<file path="config.mk">
export PLATFORM = sky130hd
export DESIGN_NAME = vga_write_arbiter
export DESIGN_NICKNAME = d
export VERILOG_FILES = /design/src/rtl/vga_write_arbiter.sv
export SDC_FILE = /design/constraint.sdc
export NUM_CORES = 1
export LEC_CHECK = 0
export BUFFER_PORTS_ARGS = -buffer_cell sky130_fd_sc_hd__buf_4
export CORE_ASPECT_RATIO = 1.2
export CORE_MARGIN = 5
export CORE_UTILIZATION = 45
export CTS_CLUSTER_SIZE = 16
export DETAILED_ROUTE_END_ITERATION = 8
export PLACE_DENSITY = 0.67
export SLEW_MARGIN = 20
export SYNTH_ARGS = -nofsm -noshare
export SYNTH_HDL_FRONTEND = slang
export SYNTH_SLANG_ARGS = --single-unit
export TNS_END_PERCENT = 30
</file>
<file path="constraint.sdc">
create_clock -name clk -period 4.6 [get_ports clk]
set_input_delay 0.23 -clock clk [delete_from_list [all_inputs] [get_ports clk]]
set_output_delay 0.23 -clock clk [all_outputs]
set_load 0.01 [all_outputs]
</file>
<file path="src/rtl/vga_write_arbiter.sv">
// Arbitrates CPU pixel writes (through a small FIFO) against a full-screen clear
// engine, producing one registered video-memory write per cycle at most.
module vga_write_arbiter #(
    parameter int W     = 160,
    parameter int H     = 120,
    parameter int DEPTH = 4
) (
    input  logic        clk,
    input  logic        reset,
    input  logic        wr,
    input  logic [7:0]  x,
    input  logic [7:0]  y,
    input  logic [2:0]  color,
    input  logic        clr,
    input  logic [2:0]  clr_color,
    input  logic        ack,
    output logic        mem_we,
    output logic [14:0] mem_addr,
    output logic [2:0]  mem_data,
    output logic        full,
    output logic        busy,
    output logic        ovf,
    output logic        err
);
    localparam int PW = (DEPTH > 1) ? $clog2(DEPTH) : 1;
    localparam int CW = $clog2(DEPTH + 1);
    localparam logic [14:0]   LAST_ADDR = 15'(W * H - 1);
    localparam logic [CW-1:0] DEPTH_C   = CW'(DEPTH);

    typedef enum logic {IDLE, CLEAR} state_t;

    state_t        state, state_next;
    logic [PW-1:0] head, head_next;
    logic [PW-1:0] tail, tail_next;
    logic [CW-1:0] count, count_next;
    logic [14:0]   clr_addr;
    logic [2:0]    fill_color;
    logic [17:0]   fifo_mem [DEPTH];

    logic          in_range;
    logic          fifo_full;
    logic          push;
    logic          pop;
    logic          flush;
    logic [14:0]   push_addr;

    function automatic logic [PW-1:0] ptr_inc(input logic [PW-1:0] p);
        return (p == PW'(DEPTH - 1)) ? '0 : p + PW'(1);
    endfunction

    assign in_range  = (32'(x) < 32'(W)) && (32'(y) < 32'(H));
    assign fifo_full = (count == DEPTH_C);
    assign push      = wr && in_range && !fifo_full;
    assign flush     = (state == IDLE) && clr;
    assign pop       = (state == IDLE) && !clr && (count != '0);
    assign push_addr = 15'(y) * 15'(W) + 15'(x);

    always_comb begin
        head_next  = head;
        tail_next  = tail;
        count_next = count;
        state_next = state;

        // A flush discards everything queued before this edge; a same-cycle push survives it.
        if (flush) begin
            head_next  = tail;
            count_next = CW'(push);
        end else begin
            if (pop) begin
                head_next = ptr_inc(head);
            end
            count_next = count + CW'(push) - CW'(pop);
        end
        if (push) begin
            tail_next = ptr_inc(tail);
        end

        case (state)
            IDLE: begin
                if (clr) begin
                    state_next = CLEAR;
                end
            end
            CLEAR: begin
                if (!clr && clr_addr == LAST_ADDR) begin
                    state_next = IDLE;
                end
            end
            default: state_next = IDLE;
        endcase
    end

    always_ff @(posedge clk) begin
        if (push) begin
            fifo_mem[tail] <= {push_addr, color};
        end
    end

    always_ff @(posedge clk or negedge reset) begin
        if (!reset) begin
            state      <= IDLE;
            head       <= '0;
            tail       <= '0;
            count      <= '0;
            clr_addr   <= '0;
            fill_color <= '0;
            mem_we     <= 1'b0;
            mem_addr   <= '0;
            mem_data   <= '0;
            full       <= 1'b0;
            busy       <= 1'b0;
            ovf        <= 1'b0;
            err        <= 1'b0;
        end else begin
            state <= state_next;
            head  <= head_next;
            tail  <= tail_next;
            count <= count_next;
            full  <= (count_next == DEPTH_C);
            busy  <= (state_next == CLEAR) || (count_next != '0);

            // A clr edge (new or restart) issues nothing; the sweep starts on the next edge.
            if (clr) begin
                fill_color <= clr_color;
                clr_addr   <= '0;
                mem_we     <= 1'b0;
            end else if (state == CLEAR) begin
                mem_we   <= 1'b1;
                mem_addr <= clr_addr;
                mem_data <= fill_color;
                clr_addr <= clr_addr + 15'd1;
            end else if (pop) begin
                mem_we   <= 1'b1;
                mem_addr <= fifo_mem[head][17:3];
                mem_data <= fifo_mem[head][2:0];
            end else begin
                mem_we <= 1'b0;
            end

            // Set events take priority over ack.
            if (wr && in_range && fifo_full) begin
                ovf <= 1'b1;
            end else if (ack) begin
                ovf <= 1'b0;
            end
            if (wr && !in_range) begin
                err <= 1'b1;
            end else if (ack) begin
                err <= 1'b0;
            end
        end
    end
endmodule

</file>
**Word level (Yosys, flattened, before mapping)**

Memory sizes are Yosys's and may differ from the RTL's.
Index checks and enable logic that the tools add are counted.

- Register bits after elaboration: 49
- Bits in writable memories: 72
- Bits of input ports: 27
- Output and inout port bits: 23
- Memories kept: 1

Memories:

| name | depth | width | rd ports | clocked after Yosys merged registers in | write ports | line | RTL |
|---|---|---|---|---|---|---|---|
| fifo_mem | 4 | 18 | 1 | 0 | 1 | 38 | `logic [17:0] fifo_mem [DEPTH];` |

- Add/subtract/negate cells: 6
- Multiply operators: 1
- $lt $le $gt $ge: 2
- Equality and inequality tests: 5
- Muxes and demuxes: 22
- Bitwise gates (word level): 2
- Reductions and logical operators: 21

Operators with widths:

| cell | count |
|---|---|
| 15-bit two-way mux | 4 |
| 15-bit by 1-bit adder with 15-bit output, second input constant | 1 |
| 15-bit by 8-bit adder with 15-bit output | 1 |
| 15-bit == test, second input constant | 1 |
| 8-bit by 3-bit multiplier with 10-bit output, second input constant | 1 |
| 1-bit two-way mux | 10 |
| 2-bit nonzero test | 5 |
| 1-bit logical AND | 9 |
| 3-bit two-way mux | 3 |
| 8-bit by 7-bit less-than comparator with 1-bit output, second input constant | 1 |
| 8-bit less-than comparator, second input constant | 1 |
| 2-bit two-way mux | 4 |
| 3-bit == test, second input constant | 2 |
| 3-bit nonzero test | 2 |
| 2-bit by 1-bit adder with 2-bit output, second input constant | 2 |
| 2-bit == test, second input constant | 2 |
| 3-bit by 1-bit adder with 3-bit output | 1 |
| 1-bit logical NOT | 3 |
| 3-bit by 1-bit subtractor with 3-bit output | 1 |
| 1-bit inverter | 2 |
| 1-bit one-hot mux with 2 select lines | 1 |
| 2-bit AND reduction | 1 |
| 1-bit logical OR | 1 |

**Logic depth before layout (Yosys ltp)**

Gate-level depths: netlist of run 1.

- Depth after elaboration: 9
- Mapped depth: 14

**Worst setup path before layout of run 1**

OpenSTA, ideal clock, no wires.

- Path kind: input to register
- From: input x[6]
- To: register busy
- Library setup time: 0.129 ns
- Arrival: 2.582 ns
- Required time: 4.471 ns
- Setup slack: 1.889 ns
- Cell stages on the path: 14
- Path buffers: 0
- Path through: o21ai_0 > nand4b_1 > a21oi_1 > inv_1 > ha_1 > inv_1 > ha_1 > inv_1 > fa_1 > xnor2_1 > xnor2_1 > nand2b_1 > inv_1 > a2111o_1

- Word-level cells in the longest chain between the ends: 9

RTL lines:

| element | line | RTL |
|---|---|---|
| start: declaration | 11 | `input logic [7:0] x,` |
| 8-bit less-than comparator | 51 | `assign in_range = (32'(x) < 32'(W)) && (32'(y) < 32'(H));` |
| 1-bit logical AND | 51 |  |
| 1-bit logical AND (2 in series) | 53 | `assign push = wr && in_range && !fifo_full;` |
| 3-bit by 1-bit adder with 3-bit output | 72 | `count_next = count + CW'(push) - CW'(pop);` |
| 3-bit by 1-bit subtractor with 3-bit output | 72 |  |
| 3-bit two-way mux | 65 | `if (flush) begin` |
| via count_next[2] | 35 | `logic [CW-1:0] count, count_next;` |
| 3-bit nonzero test | 120 | `busy <= (state_next == CLEAR) \|\| (count_next != '0);` |
| 1-bit logical OR | 120 |  |
| end signal: assignment | 120 |  |
| end: declaration | 21 | `output logic busy,` |

The timed path passes the listed nets, and every way through them passes these cells.
A chain may end at the register's enable or synchronous reset.

**Worst setup path after layout of run 1**

- From: register state
- To: register busy

- Word-level cells in the longest chain between the ends: 7
- Elaborated cells on any way between the ends: 9
- Those cells by class: add/sub (1); mux (2); bitwise (1); reduce/logical (5)

RTL lines:

| element | line | RTL |
|---|---|---|
| start: declaration | 32 | `state_t state, state_next;` |
| start signal: assignment | 115 | `state <= state_next;` |
| 1-bit inverter (*) | n/a |  |
| 1-bit logical AND (2 in series) | 55 | `assign pop = (state == IDLE) && !clr && (count != '0);` |
| 3-bit by 1-bit subtractor with 3-bit output | 72 |  |
| 3-bit two-way mux (*) | 65 |  |
| via count_next[2] | 35 |  |
| 3-bit nonzero test (*) | 120 |  |
| 1-bit logical OR (*) | 120 |  |

The timed path passes the listed nets; every way through them passes the cells marked *.

==> out/metrics.cfg, run 1 <==
[power_and_ir_drop]
p_leak_nw = 2.59
ir_drop_mv = 0.235
powerDensity_nw_per_um2 = 478

[clock_network]
clk_pin_slew_ns = 0.05
numCtsBuffers = 17
clock_latency_ns = 0.41
clockBufferDepth = 2
htree_levels = 4
cts_tree = yes
clock_sinks = 121
cts_resized = 0
clock-root-buffer = clkbuf_16
hold_buffers = 4
post_cts_buffers = 0

[synthesis]
ys_async_sr_fraction_pct = 40.5
syn_area_um2 = 5480
synth_top_flop_cell = edfxtp_1
ys_types = 44
synthTopCellsByArea = edfxtp_1, dfrtp_1, mux4_2, ha_1, mux2i_1
synth_edf_count = 72
syn_inst = 387
synth_seq_area_share_pct = 61.8
synth_nets = 440
synth_most_common_cell = edfxtp_1
synth_top_area_cell = edfxtp_1
yosysWarnings = 0
synth.avg_cell_area_um2 = 14.2
synthTopCellsByCount = edfxtp_1, dfrtp_1, nand2_1, o21ai_0, nor2_1
ys_seq_elements = 121
synth_top_area_share_pct = 39.4

[critical_path]
cp-start-kind = register
crit_path_end_kind = register
crit_arrival_ns = 3.31
crit_type = register to register
cp_max_fo = 15
required_ns = 4.89

[sta]
max_freq_mhz = 331
final_hold_viol_count = 0
period_share_pct = 65.7
max_slew_margin_pct = 33.7
tightest_slew_ns = 0.994
fin_setup_tns_ns = 0
clock_skew_ns = 0.00421
setup_violations = 0
final_max_slew_viol_count = 0
period_minus_slack_ns = 3.02
whs_ns = 0.0235
rsz0062_at_grt = no

[die]
core_area_um2 = 12000
die_area_um2 = 14500
die_w_um = 111
initial_utilization_pct = 45.7
io_pins = 50
rows = 44
floorplan.die.height_um = 131

[routing]
postRouteAntennaNets = 0
drc = 0
drtIter0Drc = 142
detail_route.first_pass.iterations = 4
wire_per_inst_um = 16.6
num_vias = 3203
routed_wl_um = 10300
vias_per_cell = 5.17

[placement]
io_buffers = 49
gp_congestion = 0.763
dp_hpwl_um = 6870

[final_layout]
drive_gt1_share_pct = 23.5
multi_input_area_um2 = 1970
n_fill_cell = 1012
nets = 499
area_growth_pct = 21.6
antenna_cells = 0
regArea_um2 = 3390

[grt]
antenna_found_initial = 0
grt_pass1_wl_um = 17300
grt_overflow_total = 0
track_usage_pct = 15.4
grt_pass1_vias = 3391
grt_max_degree = 50

[hold_path]
min_path_type = primary input to register

[status]
status = finished, final reports clean

[job]
max_cap_viol_count = 0

[area by class of cell]
cell class	instances	area share, %
flip-flops and latches	121	50.8
multi-input cells	236	29.6
clock buffers	17	6.38
repair buffers	54	6.23
clock inverters	15	3.10
well taps	161	3.02
inverters	16	0.901
[metrics by stage]
step           setup slack (ns)  util [%]  total power [mW]  area, um2  instances
2_1_floorplan              1.89         -              1.65       5480        387
3_3_place_gp               1.37      50.0              1.79       6000        584
3_5_place_dp               1.22      50.0              1.81       6000        584
4_1_cts                    1.55      55.6              3.23       6670        620
5_1_grt                    1.33      55.6              3.33       6670        620
6_report                   1.58      55.6              3.19       6670        620
[layer usage]
layer  GRT usage (%)  share of wire (%)
met5               0                  0
met4            6.67                1.9
met3            4.24                3.4
met2            26.5                 51
met1            18.5                 43
[report_power, final]
part           total, mW  internal [mW]  switching [mW]
Combinational      0.456          0.213           0.243
Clock               1.40          0.951           0.454
Sequential          1.33           1.27          0.0638
Total               3.19           2.43           0.761
[sequential cells by signal, indices dropped and copies added (netlist names), 2 cells and up]
signal and count:
fill_color 3, clr_addr 15, count 3, mem_data 3, head 2, tail 2, fifo_mem 72, mem_addr 15
[worst max-delay path: stages (launching register included)]
cell	delay, ns
dfrtp_1	0.59
nor3_1	0.55
ha_1	0.34
inv_1	0.06
ha_1	0.13
inv_1	0.05
fa_1	0.38
xnor2_1	0.15
xnor2_1	0.14
nand2b_1	0.08
inv_1	0.05
a2111o_1	0.38
[placed cells by master, fill, tap and decap left out, drive strengths merged, types with 3 or more instances in the layout]
master	Yosys	final
nand3	4	4
nor2b	3	3
dlygate4sd3	0	4
nor2	29	29
and3	3	3
clkinv	0	8
fa	3	3
clkbuf	6	17
a21oi	6	6
o21ai	31	31
mux2	4	4
and2	5	5
buf	8	50
nand2	31	31
dfrtp	49	49
bufinv	0	5
xor2	12	12
a21o	3	3
edfxtp	72	72
mux2i	20	20
ha	23	23
nand4	8	8
inv	16	16
xnor2	13	13
mux4	18	18
[final timing paths]
kind | startpoint | endpoint | slack, ns | depth (start not counted)
worst max-delay path | state | busy | 1.58 | 11
worst min-delay path | x[2] | fifo_mem[1][5] | 0.02 | 1
worst max register to register | state | busy | 1.58 | 11
worst min register to register | mem_data[1] | mem_data[1] | 0.48 | 2
max in group asynchronous | reset | err | 3.78 | 2
min in group asynchronous | reset | mem_addr[5] | 0.37 | 2
[logic make-up after synthesis]
family	after synthesis	synth area share [%]
flip-flops	121	61.8
AO/OA/AOI/OAI	48	5.09
AND/OR/NAND/NOR	95	8.67
buffers and inverters	30	2.26
adder cells (fa/ha/maj)	26	6.34
multiplexers	42	11.9
XOR/XNOR	25	3.99
(Power assumes the default switching activity.)
==> run 2: changes to the inputs <==
Settings changed: PLACE_DENSITY 0.67 to 0.7.
Clock period 4.6 ns to 2.5 ns, I/O delays scaled along.
==> out/metrics.cfg, run 2 (synthesized netlist as in run 1, its figures left out) <==
[critical_path]
worst-path-stages = 12  ; +1
endpoint = busy
crit_arrival_ns = 2.78  ; -0.53 ns
rr_worst_depth = 12  ; +1
cp_num_buf_inv = 3  ; unchanged
rr_startpoint = count[2]
cp-start-kind = register
startpoint = count[2]
critPathMaxStageDelay_ns = 0.50  ; -0.09 ns
crit_path_frequent_cell = inv_1
crit_type = register to register
r2r_setup_slack_ns = 0.008  ; -1.57 ns
cp_max_fo = 3  ; -12
path_delay_family = adder cells
critPathSlowestCell = dfrtp_1
worstReg2RegEnd = busy
required_ns = 2.78  ; -2.11 ns
path_cells = nor3_4 -> nor3_2 -> ha_1 -> inv_1 -> ha_1 -> inv_1 -> fa_2 -> xnor2_1 -> xnor2_1 -> nand2b_1 -> inv_1 -> a2111o_1
crit_path_end_kind = register

[final_layout]
antenna_cells = 0  ; unchanged
final_cell_mix = buf_4, edfxtp_1, dfrtp_1
area_growth_pct = 28.5
drive_gt1_share_pct = 29.1  ; +5.6 points
largest_reg_flops = 72  ; unchanged
regArea_um2 = 3390  ; unchanged
regMostFlops = fifo_mem
multi_input_area_um2 = 2000  ; +1.6%
instances_no_fill = 659  ; +6.3%
n_fill_cell = 948  ; -6.3%
top_regs = fifo_mem x72, clr_addr x15, mem_addr x15
nets = 538  ; +7.8%
fin_util_pct = 58.7  ; +3.2 points
final_common_cell = buf_4

[grt]
track_usage_pct = 16.4  ; +0.94 points
antenna_found_initial = 0  ; unchanged
grt_pass1_wl_um = 18400  ; +6.4%
grt_overflow_total = 0  ; unchanged
grt_max_degree = 50  ; unchanged
grt_pass1_vias = 3550  ; +4.7%

[routing]
vias_per_cell = 5.14  ; -0.45%
drc = 0  ; unchanged
detail_route.first_pass.iterations = 4  ; unchanged
wire_per_inst_um = 16.9  ; +1.9%
drtIter0Drc = 138  ; -2.8%
postRouteAntennaNets = 0  ; unchanged
num_vias = 3389  ; +5.8%
routed_wl_um = 11100  ; +8.3%

[job]
max_cap_viol_count = 0  ; unchanged

[sta]
period_minus_slack_ns = 2.49  ; -0.532 ns
clock_skew_ns = 0.00528  ; +0.00107 ns
final_hold_viol_count = 0  ; unchanged
max_freq_mhz = 401  ; +21%
max_slew_margin_pct = 55.8  ; +22 points
period_share_pct = 99.7  ; +34 points
fin_setup_tns_ns = 0  ; unchanged
rsz0062_at_grt = yes
final_max_slew_viol_count = 0  ; unchanged
worst_slack_ns = 0.00781  ; -1.57 ns
setup_violations = 0  ; unchanged
tightest_slew_ns = 0.662  ; -0.332 ns

[die]
core_area_um2 = 12000  ; unchanged
floorplan.die.height_um = 131  ; unchanged
die_w_um = 111  ; unchanged
io_pins = 50  ; unchanged
die_area_um2 = 14500  ; unchanged
initial_utilization_pct = 45.7  ; unchanged
rows = 44  ; unchanged

[status]
status = finished, final reports clean

[clock_network]
clock_sinks = 121  ; unchanged
clock-root-buffer = clkbuf_16
htree_levels = 4  ; unchanged
clk_pin_slew_ns = 0.06  ; about the same
clockBufferDepth = 2  ; unchanged
numCtsBuffers = 17  ; unchanged
clock_latency_ns = 0.41  ; about the same
cts_tree = yes

[power_and_ir_drop]
powerDensity_nw_per_um2 = 852  ; +78%
p_leak_nw = 2.79  ; +7.4%
ir_drop_mv = 0.476  ; +100%

[placement]
pre_cts_slack_ns = -0.253  ; -1.48 ns
gp_congestion = 0.752  ; -1.4%
dp_hpwl_um = 7460  ; +8.5%
io_buffers = 49  ; unchanged
dp.cells = 613  ; +5.0%

[hold_path]
whs_path_depth = 3  ; +2
min_path_type = primary input to register

[run 2: routing by layer]
layer	up-vias	global-route usage (%)	wire [um]
met4	0	5.94	245
met2	78	29.2	5880
met3	24	4.47	380
met1	1670	19.2	4630
li1	1617	-	-
met5	-	0	0
[run 2: final cells by class]
cell class	count	share of cell area, %
clock buffer	17	6.03
timing repair buffer	93	10.9
inverter	16	0.852
tap	161	2.86
clock inverter	15	2.86
sequential	121	48.1
multi-input combinational	236	28.4
[run 2: worst min-delay path by stage]
stage / from / endpoint / slack, ns
2_1_floorplan: reset / busy / -0.17
6_report: wr / err / 0.02
3_3_place_gp: reset / mem_addr[5] / 0.20
3_5_place_dp: reset / mem_addr[5] / 0.20
4_1_cts: wr / err / 0.05
5_1_grt: wr / err / 0.04
[run 2: what timing repair did]
item / CTS / global route
endpoints found under the hold margin: 86 / 0
setup endpoints to repair: 1 / 2
hold buffers: 13 / 0
pin swaps: 1 / 0
buffers inserted: 1 / 0
resized for setup: 1 / 1
[run 2: through the flow]
| stage | area, um2 | total power, mW | hold WS (ns) |
|---|---|---|---|
| 3_3_place_gp | 6280 | 3.42 | 0.195 |
| 6_report | 7050 | 6.00 | 0.0231 |
| 3_5_place_dp | 6280 | 3.46 | 0.202 |
| 2_1_floorplan | 5510 | 3.07 | -0.171 |
| 5_1_grt | 7050 | 6.27 | 0.0402 |
| 4_1_cts | 7040 | 6.03 | 0.0469 |
[run 2: worst reg2reg max path: stages (launching register included)]
cell and delay, ns:
dfrtp_1 0.50, nor3_4 0.07, nor3_2 0.19, ha_1 0.27
inv_1 0.06, ha_1 0.13, inv_1 0.05, fa_2 0.34
xnor2_1 0.14, xnor2_1 0.14, nand2b_1 0.08, inv_1 0.05
a2111o_1 0.37
[run 2: power by group]
| part | internal (mW) | switching, mW | leakage, nW |
|---|---|---|---|
| clock | 1.67 | 0.868 | 0.299 |
| sequential | 2.33 | 0.130 | 1.29 |
| combinational | 0.509 | 0.503 | 1.20 |
| total | 4.50 | 1.50 | 2.79 |
==> run 3: changes to the inputs <==
Settings changed: CORE_ASPECT_RATIO 1.2 to 0.5.
==> out/metrics.cfg, run 3 (synthesized netlist as in run 1, its figures left out) <==
[sta]
period_minus_slack_ns = 2.46  ; -0.0337 ns
max_slew_margin_pct = 58.5  ; +2.6 points
final_max_slew_viol_count = 0  ; unchanged
period_share_pct = 98.3  ; -1.3 points
max_freq_mhz = 407  ; +1.4%
whs_ns = 0.157  ; +0.134 ns
final_hold_viol_count = 0  ; unchanged
rsz0062_at_grt = yes
setup_violations = 0  ; unchanged
tightest_slew_ns = 0.623  ; -0.0393 ns
clock_skew_ns = 0.00769  ; +0.00240 ns

[die]
die_w_um = 166  ; +50%
core_area_um2 = 11900  ; -1.0%
io_pins = 50  ; unchanged
floorplan.die.height_um = 88.1  ; -33%
rows = 28  ; -36%
die_area_um2 = 14600  ; +0.86%
initial_utilization_pct = 46.2  ; +0.48 points

[critical_path]
rr_worst_depth = 12  ; unchanged
crit_type = register to register
required_ns = 2.79  ; about the same
critPathMaxStageDelay_ns = 0.46  ; -0.04 ns
cp_max_fo = 4  ; +1
critPathSlowestCell = dfrtp_2
path_cells = nor3_4 -> nor3_2 -> ha_1 -> inv_1 -> ha_1 -> inv_1 -> fa_2 -> xnor2_1 -> xnor2_1 -> nand2b_1 -> inv_1 -> a2111o_1
crit_path_frequent_cell = inv_1
rr_startpoint = count[2]
r2r_setup_slack_ns = 0.04  ; +0.03 ns
path_delay_family = adder cells
worstReg2RegEnd = busy
crit_arrival_ns = 2.75  ; -0.03 ns
crit_path_end_kind = register
cp_num_buf_inv = 3  ; unchanged
cp-start-kind = register

[routing]
detail_route.first_pass.iterations = 5  ; +1
drtIter0Drc = 221  ; +60%
num_vias = 3369  ; -0.59%
drc = 0  ; unchanged
wire_per_inst_um = 16.8  ; -0.65%
postRouteAntennaNets = 0  ; unchanged
routed_wl_um = 11200  ; +0.25%
vias_per_cell = 5.07  ; -1.5%

[hold_path]
min_path_type = primary input to register
hp-start = y[0]
whs_path_depth = 2  ; -1
holdPathEnd = fifo_mem[3][8]

[power_and_ir_drop]
powerDensity_nw_per_um2 = 847  ; -0.58%
ir_drop_mv = 0.578  ; +21%
p_total_mw = 5.98  ; -0.33%
p_leak_nw = 2.78  ; -0.14%

[final_layout]
fin_util_pct = 59.5  ; +0.77 points
regArea_um2 = 3390  ; +0.11%
multi_input_area_um2 = 2010  ; +0.25%
regMostFlops = fifo_mem
n_fill_cell = 945  ; -0.32%
antenna_cells = 0  ; unchanged
nets = 540  ; +0.37%
drive_gt1_share_pct = 29.6  ; +0.48 points
top_regs = fifo_mem x72, clr_addr x15, mem_addr x15
final_common_cell = buf_4
largest_reg_flops = 72  ; unchanged
final_cell_mix = buf_4, edfxtp_1, dfrtp_1
fin_area_um2 = 7070  ; +0.25%
area_growth_pct = 28.9

[grt]
grt_overflow_total = 0  ; unchanged
grt_max_degree = 50  ; unchanged
grt_pass1_wl_um = 18200  ; -1.1%
antenna_found_initial = 0  ; unchanged
track_usage_pct = 16.6  ; +0.20 points
grt_pass1_vias = 3446  ; -2.9%

[clock_network]
clk_pin_slew_ns = 0.06  ; about the same
clock-root-buffer = clkbuf_16
clock_sinks = 121  ; unchanged
clock_latency_ns = 0.41  ; about the same
cts_tree = yes
clockBufferDepth = 2  ; unchanged
numCtsBuffers = 17  ; unchanged
htree_levels = 4  ; unchanged

[job]
max_cap_viol_count = 0  ; unchanged

[status]
status = finished, final reports clean

[placement]
place_area_um2 = 6300  ; +0.40%
dp_hpwl_um = 7650  ; +2.6%
gp_congestion = 0.793  ; +5.5%
io_buffers = 49  ; unchanged

run 3: cell types whose count changed in the layout (fill, tap and decap cells not counted), sizes merged:
cell / before / now
buf: 80 / 82
clkbuf: 17 / 19
clkinv: 7 / 5
bufinv: 4 / 3
inv: 17 / 18
run 3: layout make-up:
cell class	count	share of cell area, %
sequential	121	48.0
multi-input combinational	236	28.4
timing repair buffer	95	11.3
clock buffer	19	6.13
tap	165	2.92
clock inverter	13	2.41
inverter	16	0.850
run 3: worst max path at each step:
stage | start | end | cells past startpoint
floorplan | x[6] | busy | 14
global placement | x[6] | busy | 17
detailed placement | x[6] | busy | 17
CTS | count[0] | busy | 12
global route | count[2] | busy | 12
finish | count[2] | busy | 12
run 3: through the flow:
| stage | worst slack, ns | setup TNS (ns) | instances |
|---|---|---|---|
| finish | 0.0415 | 0 | 665 |
| global route | -0.0632 | -0.0632 | 665 |
| CTS | 0.000234 | 0 | 663 |
| detailed placement | -0.242 | -1.26 | 618 |
| global placement | -0.215 | -0.233 | 618 |
| floorplan | 0.00832 | 0 | 387 |
run 3: what timing repair did:
action                                 in CTS  in global routing
setup buffers                               0                  2
cloned                                      0                  0
setup endpoints to repair                   1                  1
resized for setup                           1                  5
pin swaps                                   0                  1
endpoints found under the hold margin      86                  0
hold buffers                               13                  0
run 3: routing by layer:
layer  vias up  global-route usage (%)  routed length [um]
met5         -                       0                   0
met1      1681                    22.4                5380
li1       1631                       -                   -
met3         4                    6.00                 463
met2        53                    25.6                5250
met4         0                    5.09                  76
run 3: where the power goes:
| part | switching [mW] | internal, mW |
|---|---|---|
| Sequential | 0.131 | 2.33 |
| Combinational | 0.528 | 0.519 |
| Clock | 0.898 | 1.58 |
| Total | 1.56 | 4.43 |
